`config.mk`:
```
export PLATFORM = sky130hd
export DESIGN_NAME = muldiv_sequencer
export DESIGN_NICKNAME = d
export VERILOG_FILES = /design/src/rtl/muldiv_sequencer.sv
export SDC_FILE = /design/constraint.sdc
export NUM_CORES = 2
export LEC_CHECK = 0
export ABC_AREA = 1
export CELL_PAD_IN_SITES_DETAIL_PLACEMENT = 1
export CELL_PAD_IN_SITES_GLOBAL_PLACEMENT = 1
export CORE_MARGIN = 3
export CORE_UTILIZATION = 53
export DETAILED_ROUTE_END_ITERATION = 7
export PLACE_DENSITY_LB_ADDON = 0.1
export SYNTH_ARGS = -nofsm -noshare
export SYNTH_HDL_FRONTEND = slang
export SYNTH_SLANG_ARGS = --single-unit
export TNS_END_PERCENT = 10
```
`constraint.sdc`:
```
create_clock -name clk -period 13.6 [get_ports clk]
set_input_delay 2.72 -clock clk [delete_from_list [all_inputs] [get_ports clk]]
set_output_delay 2.72 -clock clk [all_outputs]
set_load 0.02 [all_outputs]
```
`src/rtl/muldiv_sequencer.sv`:
```
// Iterative multiply/divide unit owning the HI/LO register pair.
// Multiplies take MUL_LATENCY cycles; divides use a restoring, one-bit-per-cycle datapath.
module muldiv_sequencer #(
    parameter int MUL_LATENCY = 2
) (
    input  logic        clk,
    input  logic        reset,
    input  logic        start,
    input  logic        Mul,
    input  logic        Unsigned,
    input  logic [31:0] op1,
    input  logic [31:0] op2,
    input  logic        ReadHi,
    input  logic        ReadLo,
    input  logic        WriteHi,
    input  logic        WriteLo,
    output logic [31:0] hi,
    output logic [31:0] lo,
    output logic        busy,
    output logic        done,
    output logic        stall
);

    typedef enum logic [1:0] {IDLE, MUL, DIV, FIX} state_t;

    state_t      state, state_nxt;
    logic [5:0]  cnt;
    logic [31:0] a_q, b_q;
    logic        uns_q;
    logic [31:0] quo_q, rem_q, dvs_q;

    logic [63:0] mul_a, mul_b, product;
    logic [31:0] abs_a, abs_b;
    logic [32:0] shifted;
    logic [33:0] diff;
    logic        neg_q, neg_r;

    // Sign-extending to 64 bits lets one unsigned multiplier serve both signed and unsigned products.
    assign mul_a   = {{32{a_q[31] & ~uns_q}}, a_q};
    assign mul_b   = {{32{b_q[31] & ~uns_q}}, b_q};
    assign product = mul_a * mul_b;

    assign abs_a   = (!uns_q && a_q[31]) ? -a_q : a_q;
    assign abs_b   = (!uns_q && b_q[31]) ? -b_q : b_q;
    assign shifted = {rem_q, quo_q[31]};
    assign diff    = {1'b0, shifted} - {2'b00, dvs_q};
    assign neg_q   = ~uns_q & (a_q[31] ^ b_q[31]);
    assign neg_r   = ~uns_q & a_q[31];

    assign busy  = (state != IDLE);
    assign stall = busy & (start | ReadHi | ReadLo | WriteHi | WriteLo);

    always_ff @(posedge clk or negedge reset) begin
        if (!reset) state <= IDLE;
        else        state <= state_nxt;
    end

    // NOTE: state_nxt gets a default before the case so no path leaves it unassigned (no latch).
    always_comb begin
        state_nxt = state;
        case (state)
            IDLE: if (start) state_nxt = Mul ? MUL : DIV;
            MUL:  if (cnt == 6'd0) state_nxt = IDLE;
            DIV:  if (cnt == 6'd0) state_nxt = FIX;
            FIX:  state_nxt = IDLE;
            default: state_nxt = IDLE;
        endcase
    end

    // DIV spends its first cycle loading magnitudes (cnt=32), then iterates on cnt=31..0.
    always_ff @(posedge clk or negedge reset) begin
        if (!reset) begin
            cnt   <= '0;
            a_q   <= '0;
            b_q   <= '0;
            uns_q <= 1'b0;
            quo_q <= '0;
            rem_q <= '0;
            dvs_q <= '0;
            hi    <= '0;
            lo    <= '0;
            done  <= 1'b0;
        end else begin
            done <= 1'b0;
            case (state)
                IDLE: begin
                    if (start) begin
                        a_q   <= op1;
                        b_q   <= op2;
                        uns_q <= Unsigned;
                        cnt   <= Mul ? 6'(MUL_LATENCY - 1) : 6'd32;
                    end else begin
                        if (WriteHi) hi <= op1;
                        if (WriteLo) lo <= op1;
                    end
                end
                MUL: begin
                    if (cnt == 6'd0) begin
                        {hi, lo} <= product;
                        done     <= 1'b1;
                    end else begin
                        cnt <= cnt - 6'd1;
                    end
                end
                DIV: begin
                    if (cnt == 6'd32) begin
                        quo_q <= abs_a;
                        rem_q <= '0;
                        dvs_q <= abs_b;
                    end else if (!diff[33]) begin
                        rem_q <= diff[31:0];
                        quo_q <= {quo_q[30:0], 1'b1};
                    end else begin
                        rem_q <= shifted[31:0];
                        quo_q <= {quo_q[30:0], 1'b0};
                    end
                    if (cnt != 6'd0) cnt <= cnt - 6'd1;
                end
                FIX: begin
                    // A zero divisor still completes, but leaves HI/LO untouched.
                    if (dvs_q != 32'd0) begin
                        lo <= neg_q ? -quo_q : quo_q;
                        hi <= neg_r ? -rem_q : rem_q;
                    end
                    done <= 1'b1;
                end
                default: ;
            endcase
        end
    end

endmodule

```
Word-level counts from Yosys, hierarchy flattened
Index checks and enable logic that the tools add are counted.
{"block": "classes", "n_addsub": 6, "n_mul": 1, "div": 0, "order_cmp": 0, "n_eq_ne": 13, "shift": 0, "muxes": 30, "n_bitwise": 10, "reduce_logical": 16}
{"op": "$mux 32", "count": 15}
{"op": "$pmux 32 s3", "count": 2}
{"op": "$neg 32->32", "count": 4}
{"op": "$mul 33x33->64", "count": 1}
{"op": "$sub 33x32->34", "count": 1}
{"op": "$reduce_bool 32->1", "count": 1}
{"op": "$mux 6", "count": 4}
{"op": "$ne 2x2->1 const B", "count": 9}
{"op": "$pmux 6 s3", "count": 1}
{"op": "$reduce_and 5->1", "count": 2}
{"op": "$mux 2", "count": 4}
{"op": "$pmux 2 s4", "count": 1}
{"op": "$eq 6x6->1 const B", "count": 1}
{"op": "$logic_not 6->1", "count": 1}
{"op": "$reduce_bool 3->1", "count": 2}
{"op": "$reduce_bool 6->1", "count": 1}
{"op": "$sub 6x1->6 const B", "count": 1}
{"op": "$and 1x1->1", "count": 4}
{"op": "$eq 2x2->1 const B", "count": 2}
{"op": "$or 1x1->1", "count": 4}
{"op": "$reduce_and 2->1", "count": 2}
{"op": "$reduce_and 4->1", "count": 1}
{"op": "$reduce_and 3->1", "count": 1}
{"op": "$eq 2x1->1 const B", "count": 1}
{"op": "other kinds (8)", "count": 10}
{"block": "totals", "reg_bits": 234, "latch_bits": 0, "ramBits": 0, "mem_bits_ro": 0, "in_bits": 73, "output_inout_bits": 67, "mem_count": 0}

Depth between registers and ports, before layout
{"block": "depth", "depth_word": 5, "depth_mapped": 35, "ltp_nobuf": 33}

Least setup slack after synthesis
OpenSTA, ideal clock, no wires.
{"block": "synth_path", "kind": "reg-to-reg", "from": "reg a_q[31]", "to": "reg hi[22]", "arrival_ps": 7262, "t_required_ps": 13479, "slack_ps": 6217, "path_stages_with_launch": 31, "path_cell_list": "dfrtp_1 > buf_2 > clkbuf_1 > nand2_1 > nor2_1 > fa_1 > inv_1 > fa_1 > inv_1 > fa_1 > fa_1 > inv_1 > fa_1 > inv_1 > fa_1 > inv_1 > fa_1 > fa_1 > inv_1 > ha_1 > nand2_1 > nor2_1 > inv_1 > nor3_1 > nand2_1 > nor3_1 > nand2_1 > nand3_1 > nand2_1 > nand3_1 > a21boi_1"}
{"block": "synth_via", "elab_chain_len": 4, "elab_cells_between_ends": 6, "cone_classes": "mul (1); mux (4); bitwise (1)"}
{"item": "start: declaration", "line": "28", "source": "logic [31:0] a_q, b_q;"}
{"item": "start signal: assignment", "line": "88", "source": "a_q <= op1;"}
{"item": "$and 1x1->1", "line": "39, 48"}
{"item": "$mul 33x33->64 / $mux 32 (equally long branches)", "line": "41, 123"}
{"item": "$mux 32, on equally long branches", "line": "98, 121"}
{"item": "$pmux 32 s3 (*)", "line": "85", "source": "case (state)"}
{"item": "end signal: assignment", "line": "93", "source": "if (WriteHi) hi <= op1;"}
{"item": "end signal: assignment", "line": "99", "source": "{hi, lo} <= product;"}
{"item": "end signal: assignment", "line": "123", "source": "hi <= neg_r ? -rem_q : rem_q;"}
{"item": "end: declaration", "line": "17", "source": "output logic [31:0] hi,"}
Every way passes the cells marked *; elsewhere a longest branch is shown, timed or not. The select of a mux whose other input is x is not followed.
A chain may end at the register's enable or synchronous reset.

Worst setup path in the final report
{"block": "layout_path", "from": "reg a_q[31]", "to": "reg hi[23]"}
Same word-level chain as after synthesis.

==> out/summary.txt <==
LOGIC SYNTHESIS
-------------------------------------------------------------------------------
Number of different library cells in the post-synthesis netlist              61
Syn_nets                                                                   8948
Most used standard cell by instance count after synthesis                 inv_1
Commonest cells post-synth                                         inv_1, nand2_1, fa_1, nor2_1, nand3_1
Async set-or-reset flop fraction in the synthesized netlist                1.00
Cell types with the largest area share after synthesis             fa_1, inv_1, nand2_1
Dominant synthesized flop cell                                          dfrtp_1
Number of flops mapped to enable cells by yosys                               0
Flops & latches, synth                                                      234
Fraction of the yosys area taken by sequential cells                      0.104
Warnings, synthesis                                                           0
Cell type with the largest total area after synthesis                      fa_1
Avg Inst Size Synth                                                   7.53 um^2
Cell Area, Synth                                                     56400 um^2
Mapped Cells                                                               7494
Yosys top cell area share                                                 0.400

ROUTE
-------------------------------------------------------------------------------
Detailed-routing iteration count for the pre-antenna-repair pass              6
DRT antenna net count                                                         0
Violation count after the first detailed-route iteration                   4416
DRT Wirelength                                                           252 mm
Detailed-route vias per instance                                           5.99
Average detailed-routed wire length per instance                        28.6 um
Total vias in the final route                                             52900
DRC violations left                                                           0

GLOBAL ROUTE
-------------------------------------------------------------------------------
Via count of the first global-routing pass                                60500
Pin count of the biggest net entering global routing                         71
First-pass GRT wire length                                               376 mm
Global router's overall resource usage                                    0.462
Antenna violations before repair                                             21
Global-route congestion overflow total                                        0

WORST SETUP PATH
-------------------------------------------------------------------------------
CP Data Required Time                                                  14.11 ns
Endpoint of the worst register-to-register path                    hi[23]$_DFFE_PN0P_
Reg-to-reg startpoint                                              a_q[31]$_DFFE_PN0P_
Maximum fanout along the worst path                                          37
Type of the worst setup path                                         reg -> reg
Critical Path Start Type                                               register
Worst Reg-to-Reg Cells                                                       24
Setup crit end kind                                                    register
Worst path arrival time                                                10.34 ns
Reg-to-reg setup timing slack                                           3.77 ns

STA
-------------------------------------------------------------------------------
Final setup vio count                                                         0
Worst rel slew slack                                                     0.0395
Final-report max-slew violation count                                         0
Final Cycle Share                                                         0.723
Final Hold Viols                                                              0
Unrepaired setup endpoints after global routing                              no
Layout Skew                                                           0.0291 ns
Peak clock frequency supported by timing                                102 MHz
Final-layout setup total negative slack                                    0 ns
Worst Tran Pin Value                                                    1.43 ns
Final critical delay including setup and external delays                9.83 ns

LAYOUT
-------------------------------------------------------------------------------
Area Growth Syn to Fin                                                    6.44%
Layout cells sized above 1                                               0.0328
Total number of nets in the final design                                   8870

PLACE
-------------------------------------------------------------------------------
Final HPWL from detailed placement                                       205 mm
IO Port Bufs                                                                139
Placer congestion estimate                                                 1.05

HOLD PATH
-------------------------------------------------------------------------------
Min-Delay Startpoint                                               dvs_q[22]$_DFFE_PN0P_
Min-delay worst type                                                 reg -> reg
Cell depth of the worst hold path                                             2
Hold endpoint                                                      dvs_q[22]$_DFFE_PN0P_

DIE
-------------------------------------------------------------------------------
Area of the core                                                    105000 um^2
I/O pin count                                                               140
Y dimension of the die                                                   332 um
DIE WIDTH                                                                332 um
Total die area                                                      110000 um^2
Initial cell density of the core                                          0.535
Site row count                                                              119

CLOCK TREE
-------------------------------------------------------------------------------
Root Driver                                                           clkbuf_16
Clk pin slew, worst setup/hold paths                                    0.06 ns
Post-CTS Repair Setup Buffers                                                 0
Post-CTS Resized                                                              0
CTS sink cnt                                                                234
CTS Hold Bufs                                                                 0
Clock insertion delay at the later pin of the skew report               0.58 ns
Total CTS buffers                                                            34
Htree depth                                                                   2
Clock tree from TritonCTS                                                   yes
Maximum clock path buffer count                                               3

RUN
-------------------------------------------------------------------------------
Max cap viols                                                                 0

STATUS
-------------------------------------------------------------------------------
Status                                                             complete, no violations

==> area by class of cell <==
type	instances	area, um^2
multi-input cells	4950	41800
diodes	7	17.5
well taps	1391	1740
inverters	1963	7370
fillers	13300	45400
flip-flops and latches	234	5870
clock inverters	13	194
repair buffers	233	2100
clock buffers	45	932
==> worst max-delay path by stage <==
| stage | to | from | cells after the start |
|---|---|---|---|
| 2_1_floorplan | hi[22]$_DFFE_PN0P_ | a_q[31]$_DFFE_PN0P_ | 30 |
| 5_1_grt | hi[31]$_DFFE_PN0P_ | a_q[31]$_DFFE_PN0P_ | 26 |
| 4_1_cts | hi[23]$_DFFE_PN0P_ | uns_q$_DFFE_PN0P_ | 25 |
| 3_3_place_gp | hi[23]$_DFFE_PN0P_ | uns_q$_DFFE_PN0P_ | 25 |
| 3_5_place_dp | hi[23]$_DFFE_PN0P_ | uns_q$_DFFE_PN0P_ | 25 |
| 6_report | hi[23]$_DFFE_PN0P_ | a_q[31]$_DFFE_PN0P_ | 24 |
==> state kept, by name, indices dropped and copies added, names as in the netlist <==
signal and cells:
cnt 6, a_q 32, lo 32, hi 32, done 1, quo_q 32
rem_q 32, b_q 32, dvs_q 32, uns_q 1, state 2
==> per-stage QoR <==
step,cell area [um^2],setup WS [ns],instances,hold WS (ns),utilization
after floorplan,56400,6.22,7494,0.453,-
after global placement,58900,4.34,8771,0.466,0.559
after detailed placement,58900,4.17,8771,0.479,0.559
after CTS,60000,4.14,8829,0.493,0.570
after global routing,60000,3.58,8829,0.511,0.570
final,60100,3.77,8836,0.491,0.570
==> metal layers <==
| metal | global-route usage | up-vias | wire [um] |
|---|---|---|---|
| li1 | - | 21700 | - |
| met1 | 0.544 | 26900 | 89700 |
| met2 | 0.740 | 3094 | 116000 |
| met3 | 0.109 | 1243 | 23800 |
| met4 | 0.341 | 20 | 22700 |
| met5 | 0 | - | 152 |
==> kinds of logic after synthesis <==
kind of cell / count (synthesis) / synth area share
AOI/OAI and AO/OA: 649 / 0.0662
DFF: 234 / 0.104
buffers and inverters: 2310 / 0.155
and+or+nand+nor: 2828 / 0.204
muxes: 15 / 0.00299
adders and majority gates: 1381 / 0.456
xor gates and xnor gates: 77 / 0.0120
==> layout by cell type (no fill, tap or decap), drive strengths merged, types with 95 or more instances in the layout <==
| cell type | netlist | layout |
|---|---|---|
| inv | 1959 | 1959 |
| o21ai | 266 | 266 |
| nand2 | 1927 | 1927 |
| nand3 | 272 | 272 |
| nor2 | 453 | 453 |
| a21oi | 217 | 217 |
| fa | 1126 | 1126 |
| buf | 133 | 95 |
| clkdlybuf4s50 | 0 | 138 |
| dfrtp | 234 | 234 |
| ha | 255 | 255 |
==> worst max-delay path, cell delays in order, from the launching register on <==
cell	delay [ns]
dfrtp_1	0.32
buf_4	0.45
nand2_1	0.26
nor2_1	0.53
fa_1	0.64
fa_1	0.59
fa_1	0.53
fa_1	1.05
inv_1	0.45
fa_1	0.61
inv_1	0.06
fa_1	0.53
inv_1	0.05
fa_1	0.48
fa_1	0.51
inv_1	0.04
ha_1	0.41
nand2_1	0.17
nor2_1	0.32
nand2_1	0.30
nor4_1	0.59
nand2_1	0.19
nand3_1	0.14
nand3_1	0.24
a21boi_1	0.22
Power is not shown: default switching activity piles up to over one toggle a cycle in this logic, so the estimate is an artifact.
